**config.mk**
```make
export PLATFORM = sky130hd
export DESIGN_NAME = rr_lock_arbiter
export DESIGN_NICKNAME = d
export VERILOG_FILES = /design/src/rtl/rr_lock_arbiter_pkg.sv /design/src/rtl/rr_lock_arbiter_pick.sv /design/src/rtl/rr_lock_arbiter.sv
export SDC_FILE = /design/constraint.sdc
export NUM_CORES = 1
export LEC_CHECK = 0
export BUFFER_PORTS_ARGS = -buffer_cell sky130_fd_sc_hd__buf_2
export CAP_MARGIN = 10
export CORE_MARGIN = 2
export CORE_UTILIZATION = 50
export CTS_CLUSTER_SIZE = 24
export DETAILED_ROUTE_END_ITERATION = 12
export PLACE_DENSITY = 0.79
export SKIP_LAST_GASP = 1
export SLEW_MARGIN = 0
export SYNTH_ARGS = -nofsm -noshare
export SYNTH_HDL_FRONTEND = slang
export SYNTH_SLANG_ARGS = --single-unit
```
**constraint.sdc**
```tcl
create_clock -name clk -period 2 [get_ports clk]
set_input_delay 0.4 -clock clk [delete_from_list [all_inputs] [get_ports clk]]
set_output_delay 0.4 -clock clk [all_outputs]
set_load 0.01 [all_outputs]
```
**src/rtl/rr_lock_arbiter_pkg.sv**
```systemverilog
// Shared types and helpers for the round-robin lock arbiter.
package arb_pkg;

  localparam int ARB_N_DEF        = 4;
  localparam int ARB_MAX_HOLD_DEF = 8;

  // IDLE : no grant outstanding, next request wins on the following edge
  // OWN  : one requester holds the resource, hold counter running
  typedef enum logic [0:0] {
    IDLE = 1'b0,
    OWN  = 1'b1
  } arb_state_e;

  // Index of the set bit in a one-hot vector (up to 16 requesters); 0 for all-zero.
  function automatic int onehot2idx(input logic [15:0] oh);
    int idx;
    idx = 0;
    for (int i = 0; i < 16; i++) begin
      if (oh[i]) idx = idx | i;
    end
    return idx;
  endfunction

endpackage

```
**src/rtl/rr_lock_arbiter_pick.sv**
```systemverilog
// Round-robin winner select: lowest set bit at or after (ptr+1) mod N, wrapping.
module rr_pick #(
  parameter int N = 4
) (
  input  logic [N-1:0]         req_masked,
  input  logic [$clog2(N)-1:0] ptr,
  output logic [N-1:0]         winner,
  output logic                 any
);

  localparam int IDW = $clog2(N);

  logic [IDW:0] sh;
  logic [N-1:0] rot;
  logic [N-1:0] sel;

  // Rotate so (ptr+1) sits at bit 0, isolate the lowest set bit, rotate back.
  always_comb begin
    sh     = {1'b0, ptr} + (IDW+1)'(1);
    rot    = N'({req_masked, req_masked} >> sh);
    sel    = rot & (~rot + N'(1));
    winner = N'(({sel, sel} << sh) >> N);
    any    = |req_masked;
  end

endmodule

```
**src/rtl/rr_lock_arbiter.sv**
```systemverilog
// Round-robin arbiter with grant lock and bounded hold for one shared resource.
module rr_lock_arbiter
  import arb_pkg::*;
#(
  parameter int N        = ARB_N_DEF,
  parameter int MAX_HOLD = ARB_MAX_HOLD_DEF
) (
  input  logic                 clk,
  input  logic                 rst,
  input  logic [N-1:0]         req,
  output logic [N-1:0]         grant,
  output logic                 grant_vld,
  output logic [$clog2(N)-1:0] grant_id,
  output logic                 preempt
);

  localparam int IDW    = $clog2(N);
  localparam int HOLD_W = $clog2(MAX_HOLD + 1);
  localparam logic [HOLD_W-1:0] HOLD_MAX = HOLD_W'(MAX_HOLD);

  arb_state_e        state_q, state_d;
  logic [IDW-1:0]    ptr_q, ptr_d;
  logic [HOLD_W-1:0] hold_q, hold_d;
  logic [N-1:0]      grant_q, grant_d;
  logic              grant_vld_q, grant_vld_d;
  logic [IDW-1:0]    grant_id_q, grant_id_d;
  logic              preempt_q, preempt_d;

  logic [N-1:0] others;
  logic         owner_req;
  logic [N-1:0] pick_req;
  logic [N-1:0] pick_win;
  logic         pick_any;

  // While owning, the current owner is excluded so it cannot win its own release/preempt.
  assign others    = req & ~grant_q;
  assign owner_req = |(req & grant_q);
  assign pick_req  = (state_q == OWN) ? others : req;

  rr_pick #(.N(N)) u_pick (
    .req_masked (pick_req),
    .ptr        (ptr_q),
    .winner     (pick_win),
    .any        (pick_any)
  );

  // Next-state, grant and hold-counter decision.
  always_comb begin
    state_d   = state_q;
    ptr_d     = ptr_q;
    hold_d    = hold_q;
    grant_d   = grant_q;
    preempt_d = 1'b0;
    case (state_q)
      IDLE: begin
        if (pick_any) begin
          grant_d = pick_win;
          ptr_d   = IDW'(onehot2idx(16'(pick_win)));
          hold_d  = HOLD_W'(1);
          state_d = OWN;
        end
      end
      OWN: begin
        if (owner_req) begin
          if (!(|others) || (hold_q != HOLD_MAX)) begin
            // Hold counter saturates; it only matters once someone else waits.
            if (hold_q != HOLD_MAX) hold_d = hold_q + HOLD_W'(1);
          end else begin
            grant_d   = pick_win;
            ptr_d     = IDW'(onehot2idx(16'(pick_win)));
            hold_d    = HOLD_W'(1);
            preempt_d = 1'b1;
          end
        end else if (pick_any) begin
          grant_d = pick_win;
          ptr_d   = IDW'(onehot2idx(16'(pick_win)));
          hold_d  = HOLD_W'(1);
        end else begin
          grant_d = '0;
          hold_d  = '0;
          state_d = IDLE;
        end
      end
      default: begin
        grant_d = '0;
        hold_d  = '0;
        state_d = IDLE;
      end
    endcase
    grant_vld_d = |grant_d;
    grant_id_d  = IDW'(onehot2idx(16'(grant_d)));
  end

  // State and registered outputs; pointer starts at N-1 so requester 0 wins first.
  always_ff @(posedge clk or posedge rst) begin
    if (rst) begin
      state_q     <= IDLE;
      ptr_q       <= IDW'(N - 1);
      hold_q      <= '0;
      grant_q     <= '0;
      grant_vld_q <= 1'b0;
      grant_id_q  <= '0;
      preempt_q   <= 1'b0;
    end else begin
      state_q     <= state_d;
      ptr_q       <= ptr_d;
      hold_q      <= hold_d;
      grant_q     <= grant_d;
      grant_vld_q <= grant_vld_d;
      grant_id_q  <= grant_id_d;
      preempt_q   <= preempt_d;
    end
  end

  assign grant     = grant_q;
  assign grant_vld = grant_vld_q;
  assign grant_id  = grant_id_q;
  assign preempt   = preempt_q;

endmodule

```
# Word-level counts from Yosys, hierarchy flattened
# Cells that the tools add are included.
# word_totals
elab_cells	57
output_inout_bits	8
ff_bits	15
input_bits	6
# op_classes
reduce_logical	7
bitwise	6
n_shift	2
n_addsub	3
eq_ne	4
muxes	28
# op_table
cell	n
2-to-1 mux 4 bit	9
case mux 4 bit (2 select lines)	2
OR reduction 4 bit	4
2-to-1 mux 2 bit	7
AND 4 bit	3
adder 4 x 1 -> 4 bit (second input constant)	2
2-to-1 mux 1 bit	8
inequality test 4 bit (second input constant)	2
inverter 4 bit	2
left shift 8 x 3 -> 8 bit	1
right shift 8 x 3 -> 4 bit	1
case mux 2 bit (2 select lines)	1
adder 2 x 1 -> 3 bit (second input constant)	1
inequality test 3 bit (second input constant)	1
inequality test 2 bit (second input constant)	1
case mux 1 bit (2 select lines)	1
AND reduction 2 bit	1
logical NOT 1 bit	1
logical OR 1 bit	1
inverter 1 bit	1

# Longest topological paths before layout
# Gate-level depths: netlist of the first run.
# logic_depth
depth_word	14
depth_mapped	8

# Hierarchy
# From an unflattened synthesis of the first run, not the netlist that was laid out.
# hier_totals
cells_unflattened	106
area_unflattened_um2	988.4
# by_module_without_submodules
module	seq_area_each_um2	cells_each	area_each_um2	instances
rr_lock_arbiter	377.9	79	799.5	1
rr_pick	0.0	27	188.9	1

# Worst setup path after synthesis of the first run
# OpenSTA, ideal clock, no wires.
# synth_timing
path_kind	register -> register
from	reg ptr_q[0]
to	reg grant_vld_q (netlist: grant_vld)
path_stages_with_launch	8
path_slack_ns	0.006
setup_ns	0.142
arrival_time_ns	1.852
period_less_slack_ns	1.994
cell_sequence	dfstp_2 -> buf_6 -> mux2_4 -> a21o_1 -> o2bb2ai_1 -> a211o_2 -> a31oi_1 -> nand4_1
# synth_between
elab_chain_len	10
word_cells_on_any_way	12
# synth_lines
element	line_no	text
start: declaration	rr_lock_arbiter.sv:22	logic [IDW-1:0] ptr_q, ptr_d;
start signal: assignment	rr_lock_arbiter.sv:98	ptr_q <= IDW'(N - 1);
start signal: assignment	rr_lock_arbiter.sv:106	ptr_q <= ptr_d;
adder 2 x 1 -> 3 bit (*)	rr_lock_arbiter_pick.sv:19	sh = {1'b0, ptr} + (IDW+1)'(1);
right shift 8 x 3 -> 4 bit	rr_lock_arbiter_pick.sv:20	rot = N'({req_masked, req_masked} >> sh);
inverter 4 bit	rr_lock_arbiter_pick.sv:21	sel = rot & (~rot + N'(1));
adder 4 x 1 -> 4 bit	rr_lock_arbiter_pick.sv:21	
AND 4 bit	rr_lock_arbiter_pick.sv:21	
left shift 8 x 3 -> 8 bit (*)	rr_lock_arbiter_pick.sv:22	winner = N'(({sel, sel} << sh) >> N);
2-to-1 mux 4 bit (on tied branches)	rr_lock_arbiter.sv:74, rr_lock_arbiter.sv:65	
2-to-1 mux 4 bit	rr_lock_arbiter.sv:64	if (owner_req) begin
case mux 4 bit (2 select lines) (*)	rr_lock_arbiter.sv:54	case (state_q)
OR reduction 4 bit (*)	rr_lock_arbiter.sv:90	grant_vld_d = |grant_d;
net grant_vld_d	rr_lock_arbiter.sv:25	logic grant_vld_q, grant_vld_d;
end signal: assignment	rr_lock_arbiter.sv:109	grant_vld_q <= grant_vld_d;
end: declaration	rr_lock_arbiter.sv:25	
# The timed path passes the listed nets; every way through them passes the cells marked *.
# A chain may end at the register's enable or synchronous reset.

# Final worst setup path of the first run
# Same ends and word-level chain as after synthesis.

==> summary.md, run 1 <==
| Metric | Value |
|---|---|
| First-pass GRT wire length | `around 5400 um` |
| Total GRT Usage | `0.2524` |
| Starting DRT DRC Count | `between 50 and 60` |
| Post-DP HPWL | `about 2300 um` |
| CP Cell Sequence | `buf_6, mux2i_1, a21oi_4, o32a_1, or4_1, o311a_1, nand4_1` |
| Flops & latches, synth | `15` |
| Largest cells by area after synthesis | `dfrtp_1, nand2_1, dfstp_2` |
| CP Launch Type | `flip-flop` |
| Total number of vias | `~1200` |
| Post-route clock period utilization | `1.089` |
| Commonest non-fill, non-tap cell in the layout | `buf_4` |
| Leakage | `between 0.7 and 0.8 nW` |
| Met2 usage | `0.3801` |
| CP Buf/Inv Count | `1` |
| Fin. Hold Viols | `0` |
| Hold WS | `~0.14 ns` |
| Ys async rst share | `1.000` |
| Sink Count | `15` |
| Crit path launch | `ptr_q[0]$_DFFE_PP1P_` |
| Crit-path slowest cell | `dfstp_2` |
| Layout area overhead | `31.72%` |
| Worst r2r dst | `grant_vld$_DFF_PP0_` |
| Post-synth top area share | `0.2626` |
| Critical Path End | `grant_vld$_DFF_PP0_` |
| Layout fillers | `between 150 and 200` |
| Unique masters post-synth | `52` |
| Crit end category | `flip-flop` |
| Setup ws final | `-0.1777 ns` |
| Total Wirelength | `3668 um` |
| CTS H-Tree Depth | `1` |
| Post-Layout Cell Count | `roughly 200` |
| Antenna Violating Nets Remaining | `0` |
| Min-Delay Path Class | `input port to asynchronous set/reset pin` |
| Post-route DRC | `0` |
| Synth Flop Type | `dfrtp_1` |
| Post-synth EDFFs | `0` |
| Failing checks | `setup timing` |
| Total grt overflow | `0` |
| Skew-Pair Late Insertion Delay | `approximately 0.30 ns` |
| Min cycle time layout | `roughly 2.2 ns` |
| CP Class | `flip-flop to flip-flop` |
| Drt first pass iters | `4` |
| Cell count along the critical path | `7` |
| Req. time, crit path | `around 2.2 ns` |
| Syn Nets | `approximately 150` |
| Maxcap violations | `0` |
| TritonCTS buffer count | `3` |
| Max-slew violations | `0` |
| Total I/O pin count | `14` |
| Initial antenna violation count | `0` |
| Critical R2R Launch | `ptr_q[0]$_DFFE_PP1P_` |
| Die X | `roughly 54 um` |
| Die height | `about 54 um` |
| Sequential Area | `roughly 380 um2` |
| Die area | `0.002892 mm2` |
| Starting Density | `0.5140` |
| Met1 usage in global routing | `0.3693` |
| Max Fclk | `about 0.46 GHz` |
| Largest net degree at the start of global routing | `16` |
| Maximum VDD drop | `~0.0013 V` |
| Rows | `18` |
| Cell type with the largest total area after synthesis | `dfrtp_1` |
| Multi-input gate area | `890.9 um2` |
| Syn avg cell area | `about 9 um2` |
| Dpl cells | `between 150 and 200` |
| Final setup fails | `6` |
| Met3 usage | `0.03611` |
| Total core area | `approximately 0.0024 mm2` |
| Clock root cell | `clkbuf_4` |
| Unrepaired setup endpoints after global routing | `yes` |
| Layout cells sized above 1 | `0.4302` |
| Number of nets in the layout | `between 150 and 200` |
| Synth Warn # | `0` |
| CTS Hold Buffers Added | `0` |
| GP Congestion | `roughly 0.86` |
| Synth Cell Area | `0.001239 mm2` |
| Max Root-Sink Buffers | `2` |
| Reg2Reg Depth | `7` |
| Setup tns final | `-0.6893 ns` |
| Slowest stage delay, CP | `between 0.5 and 0.6 ns` |
| Clock-pin transition on the worst setup and hold timing paths | `about 0.11 ns` |
| Total design power | `2.687 mW` |
| Sequential fraction of the synthesis area | `0.3051` |
| Vias in the first global route | `1165` |
| PwrDens | `around 1600 mW/mm2` |
| Syn Inst Count | `137` |
| Via-per-instance ratio | `between 6 and 7` |
| CP delay by family, top | `compound AO/OA/AOI/OAI gates` |
| R2r setup slk | `-0.18 ns` |
| Status | `finished with violations` |
| Slew margin rel. | `0.6084` |
| Measured slew at the worst slew-check pin | `0.5868 ns` |
| CTS tree | `built` |
| Grt peak-use layer | `met2` |
| WL/cell | `around 18 um` |
| CP arrival | `around 2.4 ns` |
| Antenna cells | `0` |
| Port bufs | `13` |
| Clock Skew | `roughly 0.013 ns` |
| Commonest non-fill, non-tap cells in the layout | `buf_4, nand2_1, buf_2, dfrtp_1, inv_1` |
| Crit-path max FO | `5` |
[Yosys cell counts (all sizes together), types with 2 or more instances]
master and count:
mux2i 5, a31oi 4, and2 3, nand4 2, a21boi 4, mux2 5, o21a 2, nand3b 2
dfrtp 13, nor3 4, clkbuf 2, a211o 2, nand2b 6, a32oi 3, a221oi 2, a22o 2
ha 3, a21oi 6, inv 9, dfstp 2, or4 2, nand3 2, nand2 18, nor2 5
a21bo 2, buf 5, o21ai 6, o32ai 2, o211ai 2
[per-layer routing]
| metal | wire (um) | vias up |
|---|---|---|
| met5 | 0 | - |
| met4 | 42 | 0 |
| met3 | 202 | 6 |
| met2 | 1781 | 46 |
| li1 | - | 585 |
| met1 | 1642 | 611 |
[layout make-up]
cell class | count | share of cell area
clock buffers | 3 | 0.01380
flip-flops and latches | 15 | 0.2324
repair buffers | 38 | 0.1595
clock inverters | 1 | 0.004601
well taps | 30 | 0.02301
inverters | 9 | 0.02071
multi-input cells | 106 | 0.5460
[flip-flops by register name, indices dropped and copies added, names as in the netlist]
signal / count
grant: 4
grant_vld: 1
preempt: 1
hold_q: 4
state_q: 1
ptr_q: 2
grant_id: 2
[how the worst min path moves through the flow]
| stage | slack, ns | endpoint | from |
|---|---|---|---|
| 2_1_floorplan | 0.30 | grant[0]$_DFF_PP0_ | rst |
| 3_3_place_gp | 0.46 | preempt$_DFF_PP0_ | rst |
| 3_5_place_dp | 0.49 | hold_q[3]$_DFFE_PP0P_ | rst |
| 4_1_cts | 0.16 | hold_q[3]$_DFFE_PP0P_ | rst |
| 5_1_grt | 0.19 | hold_q[2]$_DFFE_PP0P_ | rst |
| 6_report | 0.14 | hold_q[3]$_DFFE_PP0P_ | rst |
[worst reg2reg max path, cell delays in order (launching register included)]
cell	delay, ns
dfstp_2	0.57
buf_6	0.12
mux2i_1	0.35
a21oi_4	0.08
o32a_1	0.37
or4_1	0.40
o311a_1	0.14
nand4_1	0.11
[kinds of logic after synthesis]
family / share of synthesized area
muxes: 0.09495
adders and majority gates: 0.03031
AOI/OAI and AO/OA: 0.3131
buffers and inverters: 0.07170
and+or+nand+nor: 0.1848
DFF: 0.3050
[metrics by stage]
| step | utilization | cell area (um2) | setup slack, ns |
|---|---|---|---|
| after global routing | 0.6771 | 1632 | -0.2461 |
| after CTS | 0.6293 | 1516 | -0.09530 |
| final | 0.6771 | 1632 | -0.1777 |
| after floorplan | - | 1239 | 0.005885 |
| after global placement | 0.5867 | 1414 | -0.1395 |
| after detailed placement | 0.5867 | 1414 | -0.2205 |
[where the power goes]
part	switching [mW]	internal, mW	leakage [nW]
clock	0.117	0.0762	0.0139
sequential	0.163	0.438	0.182
combinational	0.991	0.900	0.548
total	1.27	1.42	0.743
[repair_timing]
action                                  in CTS  in global routing
gates resized for setup                     13                 14
pin swaps                                    8                 13
buffers inserted                             3                  5
endpoints found under the setup margin       8                  9
Note: power is estimated with default switching activity, not from simulation.
==> inputs of run 2 (changes only) <==
Settings changed: ABC_AREA set to 1.
==> run 2 against run 1 <==
  * The flow now finishes without violations
  * First-iteration DRC count fell by 13%
  * Sequential power down 7.1%
  * Setup slack better by 0.30 ns
  * Combinational power grew 6%
  * Sequential share of layout area rose by 1.4 points
  * Clock skew barely moved
  * Critical path depth increased by 6
  * Clock-buffer cell count grew 1
==> summary.md, run 2 <==
| Metric | Value |
|---|---|
| Fin. Hold Viols | `0` |
| Crit-path slowest cell | `dfstp_2` |
| Flops & latches, synth | `15` |
| Vias in the first global route | `around 1200` |
| Layout cells sized above 1 | `0.3136` |
| PwrDens | `approximately 1800 mW/mm2` |
| R2r setup slk | `0.12 ns` |
| Min-Delay Path Class | `input port to asynchronous set/reset pin` |
| Commonest non-fill, non-tap cells in the layout | `nand2_1, nand3_1, nor2_1, nand2_2, inv_1` |
| Total number of vias | `about 1400` |
| Slew margin rel. | `0.6414` |
| Maxcap violations | `0` |
| Post-synth EDFFs | `0` |
| Clock Skew | `approximately 0.014 ns` |
| Unrepaired setup endpoints after global routing | `yes` |
| Synth Warn # | `0` |
| Total GRT Usage | `0.2349` |
| Total grt overflow | `0` |
| Internal power | `1.305 mW` |
| Syn avg cell area | `~6.5 um2` |
| Clock-pin transition on the worst setup and hold timing paths | `around 0.090 ns` |
| Cell type with the largest total area after synthesis | `dfrtp_1` |
| Crit-path max FO | `7` |
| Die X | `53.80 um` |
| Antenna cells | `0` |
| Synth Cell Area | `~0.0012 mm2` |
| Post-route DRC | `0` |
| Starting DRT DRC Count | `46` |
| Measured slew at the worst slew-check pin | `around 0.54 ns` |
| Number of nets in the layout | `230` |
| Syn Inst Count | `between 150 and 200` |
| Dpl cells | `240` |
| Most frequent cells after synthesis | `nand2_1, nand3_1, nor2_1, inv_1, dfrtp_1` |
| GP Congestion | `0.8849` |
| Max Root-Sink Buffers | `2` |
| Clock Power Share | `0.063` |
| Critical R2R Launch | `ptr_q[0]$_DFFE_PP1P_` |
| Initial antenna violation count | `0` |
| Post-route clock period utilization | `0.9405` |
| Die height | `about 54 um` |
| Largest cells by area after synthesis | `dfrtp_1, nand2_1, nand3_1` |
| CP Cell Sequence | `inv_4, nand3_1, nand3_2, nand2_2, nor2_2, nand3_1, nand3_1, nand2_2, nand2_1, nand2_2, nand2_2, nor2_4, nand2_1` |
| Unique masters post-synth | `28` |
| Post-DP HPWL | `~2500 um` |
| Drt first pass iters | `4` |
| Total core area | `around 0.0024 mm2` |
| Ys async rst share | `1.000` |
| TritonCTS buffer count | `3` |
| Max-slew violations | `0` |
| CP Class | `flip-flop to flip-flop` |
| Max Fclk | `about 0.53 GHz` |
| Total I/O pin count | `14` |
| Min cycle time layout | `1.881 ns` |
| Sink Count | `15` |
| Max Used Layer | `met4` |
| Starting Density | `0.5145` |
| Crit end category | `flip-flop` |
| Status | `completed` |
| Largest net degree at the start of global routing | `16` |
| Net Switching | `~1.4 mW` |
| Met1 wire length | `roughly 1400 um` |
| Most common cell on crit path | `nand2_2` |
| Power share of the combinational group | `0.732` |
| Leakage | `approximately 0.8 nW` |
| Port bufs | `13` |
| CP arrival | `around 2 ns` |
| Die area | `between 0.002 and 0.003 mm2` |
| Rows | `18` |
| Post-Layout Cell Count | `250` |
| Total design power | `approximately 2.7 mW` |
| Req. time, crit path | `about 2.2 ns` |
| Worst r2r dst | `grant_vld$_DFF_PP0_` |
| DR WL met3 | `around 180 um` |
| Final setup fails | `0` |
| First-pass GRT wire length | `roughly 5000 um` |
| Slowest stage delay, CP | `around 0.63 ns` |
| Fin util | `0.6366` |
| Sequential fraction of the synthesis area | `0.3047` |
| Post-synth top area share | `0.2624` |
| Skew-Pair Late Insertion Delay | `approximately 0.3 ns` |
| CP Launch Type | `flip-flop` |
| Commonest non-fill, non-tap cell in the layout | `nand2_1` |
| CTS H-Tree Depth | `1` |
| Maximum VDD drop | `~0.0012 V` |
| Clock root cell | `clkbuf_4` |
| Total Wirelength | `about 3200 um` |
| Antenna Violating Nets Remaining | `0` |
| Synth Flop Type | `dfrtp_1` |
| Layout area overhead | `23.71%` |
| WL met2 | `~1600 um` |
| WL/cell | `12.70 um` |
| Switching part of the total | `0.5237` |
| Reg2Reg Depth | `13` |
| Layout fillers | `215` |
| Sequential power share | `0.204` |
| Hold WS | `between 0.1 and 0.15 ns` |
| Syn Nets | `200` |
| Via-per-instance ratio | `5.444` |
| Count leader, synth | `nand2_1` |
| CTS tree | `built` |
run 2: layout make-up:
cell class	count	area (um2)	share of cell area
well taps	30	37.54	0.02447
multi-input cells	153	824.5	0.5375
clock buffers	4	26.28	0.01713
flip-flops and latches	15	377.9	0.2463
inverters	21	81.33	0.05302
repair buffers	27	186.4	0.1215
run 2: per-layer routing:
layer,GRT usage,vias up
met5,0,-
met4,0.07265,0
met1,0.3176,624
met3,0.03333,7
li1,-,691
met2,0.3862,39
run 2: worst max path at each step:
| stage | from | slack [ns] | to | cells past startpoint |
|---|---|---|---|---|
| finish | ptr_q[0]$_DFFE_PP1P_ | 0.12 | grant_vld$_DFF_PP0_ | 13 |
| detailed placement | ptr_q[0]$_DFFE_PP1P_ | 0.08 | grant_vld$_DFF_PP0_ | 13 |
| CTS | ptr_q[0]$_DFFE_PP1P_ | 0.06 | grant_vld$_DFF_PP0_ | 13 |
| global placement | ptr_q[0]$_DFFE_PP1P_ | 0.1 | grant_vld$_DFF_PP0_ | 13 |
| global route | ptr_q[0]$_DFFE_PP1P_ | -0.03 | grant_vld$_DFF_PP0_ | 13 |
| floorplan | ptr_q[0]$_DFFE_PP1P_ | 0.30 | grant_vld$_DFF_PP0_ | 14 |
run 2: cells by family after synthesis:
family / after synthesis / share of synthesized area
buf+inv: 23 / 0.07668
flops: 15 / 0.3047
fa+ha+maj: 3 / 0.03028
compound gates: 19 / 0.08981
simple gates: 131 / 0.4985
run 2: per-stage QoR:
stage / cell area, um2 / setup slack, ns / setup TNS [ns]
floorplan: 1240 / 0.3018 / 0
detailed placement: 1386 / 0.08300 / 0
CTS: 1413 / 0.06367 / 0
global placement: 1386 / 0.09715 / 0
finish: 1534 / 0.1189 / 0
global route: 1534 / -0.03329 / -0.04284
run 2: worst max-delay path, delay by kind of cell (launching register included):
kind,cells,cell delay (ns)
AND/OR/NAND/NOR,12,1.06
buffers and inverters,1,0.08
flip-flops,1,0.63
run 2: what timing repair did:
action                     CTS  global route
hold buffers                 0             0
setup buffers                0             6
gates resized for setup      0            20
setup endpoints to repair    0             4
run 2: power groups by stage:
stage                     logic (mW)  clock network, mW  registers (mW)
final                           2.01              0.174           0.559
after floorplan                 1.34                  0           0.561
after global routing            2.28              0.187           0.570
after detailed placement        1.74                  0           0.572
after global placement          1.71                  0           0.568
after CTS                       1.75              0.178           0.567
==> inputs of run 3 (changes only) <==
==> constraint.sdc (replaced) <==
create_clock -name clk -period 2 [get_ports clk]
set_input_delay 0.3 -clock clk [delete_from_list [all_inputs] [get_ports clk]]
set_output_delay 0.3 -clock clk [all_outputs]
set_load 0.01 [all_outputs]
==> run 3 against run 2 <==
  * Clock skew shrank 0.011 ns
  * Critical path depth grew 1
  * Sequential power shrank 1%
  * Worst hold slack lost 0.077 ns
  * Largest cell class unchanged
  * Maximum frequency shrank 2.6%
  * Critical path type unchanged
  * Register-to-register slack lost 0.05 ns
==> summary.md, run 3 (synthesized netlist as in run 2, its figures left out) <==
| Metric | Value |
|---|---|
| WL/cell | `13.32 um` |
| CP Class | `flip-flop to flip-flop` |
| Measured slew at the worst slew-check pin | `0.5649 ns` |
| Critical R2R Launch | `ptr_q[0]$_DFFE_PP1P_` |
| Max Root-Sink Buffers | `2` |
| Total design power | `about 2.7 mW` |
| Crit path launch | `ptr_q[0]$_DFFE_PP1P_` |
| TritonCTS buffer count | `3` |
| CTS H-Tree Depth | `1` |
| CP Cell Sequence | `buf_4, nand3_1, nand3_1, nand2_1, nand2_1, inv_1, nand3_1, nand3_1, nand2_2, o21ai_2, nand2_1, nand2_2, nor2_2, nand2_1` |
| Met1 usage in global routing | `0.3351` |
| Reg2Reg Depth | `14` |
| Setup ws final | `0.06804 ns` |
| Initial antenna violation count | `0` |
| Grt peak-use layer | `met2` |
| Die X | `between 50 and 60 um` |
| Layout cells sized above 1 | `0.3000` |
| Rows | `18` |
| Slowest stage delay, CP | `~0.6 ns` |
| Post-DP Area | `approximately 0.0014 mm2` |
| Total core area | `approximately 0.0024 mm2` |
| Min cycle time layout | `1.932 ns` |
| CP arrival | `2.11 ns` |
| Total number of vias | `1374` |
| Crit-path slowest cell | `dfstp_2` |
| Met2 usage | `0.3862` |
| Die area | `around 0.0029 mm2` |
| Total GRT Usage | `0.2373` |
| Setup tns final | `0 ns` |
| Maxcap violations | `0` |
| Clock-pin transition on the worst setup and hold timing paths | `roughly 0.090 ns` |
| CTS Hold Buffers Added | `0` |
| Fin util | `0.6272` |
| Layout fillers | `roughly 230` |
| Met3 usage | `0.03333` |
| Post-route DRC | `0` |
| Die height | `around 54 um` |
| Starting Density | `0.5145` |
| Maximum VDD drop | `between 0.001 and 0.0015 V` |
| First-pass GRT wire length | `about 5000 um` |
| Fin area | `between 0.0015 and 0.002 mm2` |
| Total Wirelength | `~3300 um` |
| Crit-path max FO | `6` |
| Dpl cells | `~240` |
| Status | `completed` |
| Post-Layout Cell Count | `250` |
| Req. time, crit path | `about 2.2 ns` |
| Min-Delay Path Class | `input port to asynchronous set/reset pin` |
| Crit end category | `flip-flop` |
| GP Congestion | `between 0.9 and 1` |
| Post-Place Worst Slack | `approximately 0.12 ns` |
| Number of nets in the layout | `between 200 and 250` |
| Skew-Pair Late Insertion Delay | `around 0.28 ns` |
| Starting DRT DRC Count | `54` |
| Total I/O pin count | `14` |
| Sink Count | `15` |
| Fin. Hold Viols | `0` |
| Clock root cell | `clkbuf_4` |
| Vias in the first global route | `1188` |
| Final setup fails | `0` |
| Worst r2r dst | `grant_vld$_DFF_PP0_` |
| Clock Skew | `~0.0023 ns` |
| CP Launch Type | `flip-flop` |
| Post-route clock period utilization | `0.9660` |
| Unrepaired setup endpoints after global routing | `yes` |
| Commonest non-fill, non-tap cell in the layout | `nand2_1` |
| Total grt overflow | `0` |
| Post-DP HPWL | `approximately 2300 um` |
| Max Fclk | `0.5176 GHz` |
| Via-per-instance ratio | `5.496` |
| Slew margin rel. | `0.6230` |
| Commonest non-fill, non-tap cells in the layout | `nand2_1, nand3_1, nor2_1, inv_1, nand2_2` |
| Layout area overhead | `21.90%` |
| Leakage | `0.7978 nW` |
| Critical Path End | `grant_vld$_DFF_PP0_` |
| Largest net degree at the start of global routing | `16` |
| Drt first pass iters | `4` |
| Hold WS | `0.05397 ns` |
| Port bufs | `13` |
| Antenna Violating Nets Remaining | `0` |
| CTS tree | `built` |
| Max-slew violations | `0` |
| R2r setup slk | `0.07 ns` |
| Antenna cells | `0` |
| PwrDens | `roughly 1800 mW/mm2` |
[run 3: worst max-delay path: cells and delay by family, from the launching register on]
family	cells	cell delay [ns]
AO/OA/AOI/OAI	1	0.05
AND/OR/NAND/NOR	11	1.00
flip-flops	1	0.60
buffers and inverters	2	0.19
[run 3: what timing repair did]
| action | in CTS | in global routing |
|---|---|---|
| endpoints found under the setup margin | 0 | 5 |
| gates resized for setup | 0 | 15 |
| buffers inserted | 0 | 7 |
[run 3: power by group]
group / internal [mW] / total (mW) / switching, mW
sequential: 0.447 / 0.553 / 0.107
combinational: 0.754 / 2.00 / 1.24
clock: 0.0742 / 0.172 / 0.0975
total: 1.27 / 2.72 / 1.45
[run 3: cell type report]
class                   count  area (um2)  share of cell area
multi-input cells         153       818.3              0.5414
clock buffers               3       22.52             0.01490
repair buffers             27       170.2              0.1126
flip-flops and latches     15       379.1              0.2508
well taps                  30       37.54             0.02483
clock inverters             1       5.005            0.003311
inverters                  21       78.83             0.05215
[run 3: worst min-delay path by stage]
stage                       endpoint  depth (start not counted)  slack (ns)
2_1_floorplan     grant[0]$_DFF_PP0_                          1        0.20
3_3_place_gp   hold_q[0]$_DFFE_PP0P_                          2        0.37
3_5_place_dp   hold_q[0]$_DFFE_PP0P_                          2        0.37
4_1_cts        hold_q[0]$_DFFE_PP0P_                          2        0.06
5_1_grt        hold_q[3]$_DFFE_PP0P_                          2        0.11
6_report       hold_q[2]$_DFFE_PP0P_                          2        0.05
[run 3: per-layer routing]
metal,part of all wire,wire [um]
met5,0,0
met2,0.51,1686
met4,0.0066,22
met3,0.053,176
met1,0.43,1443
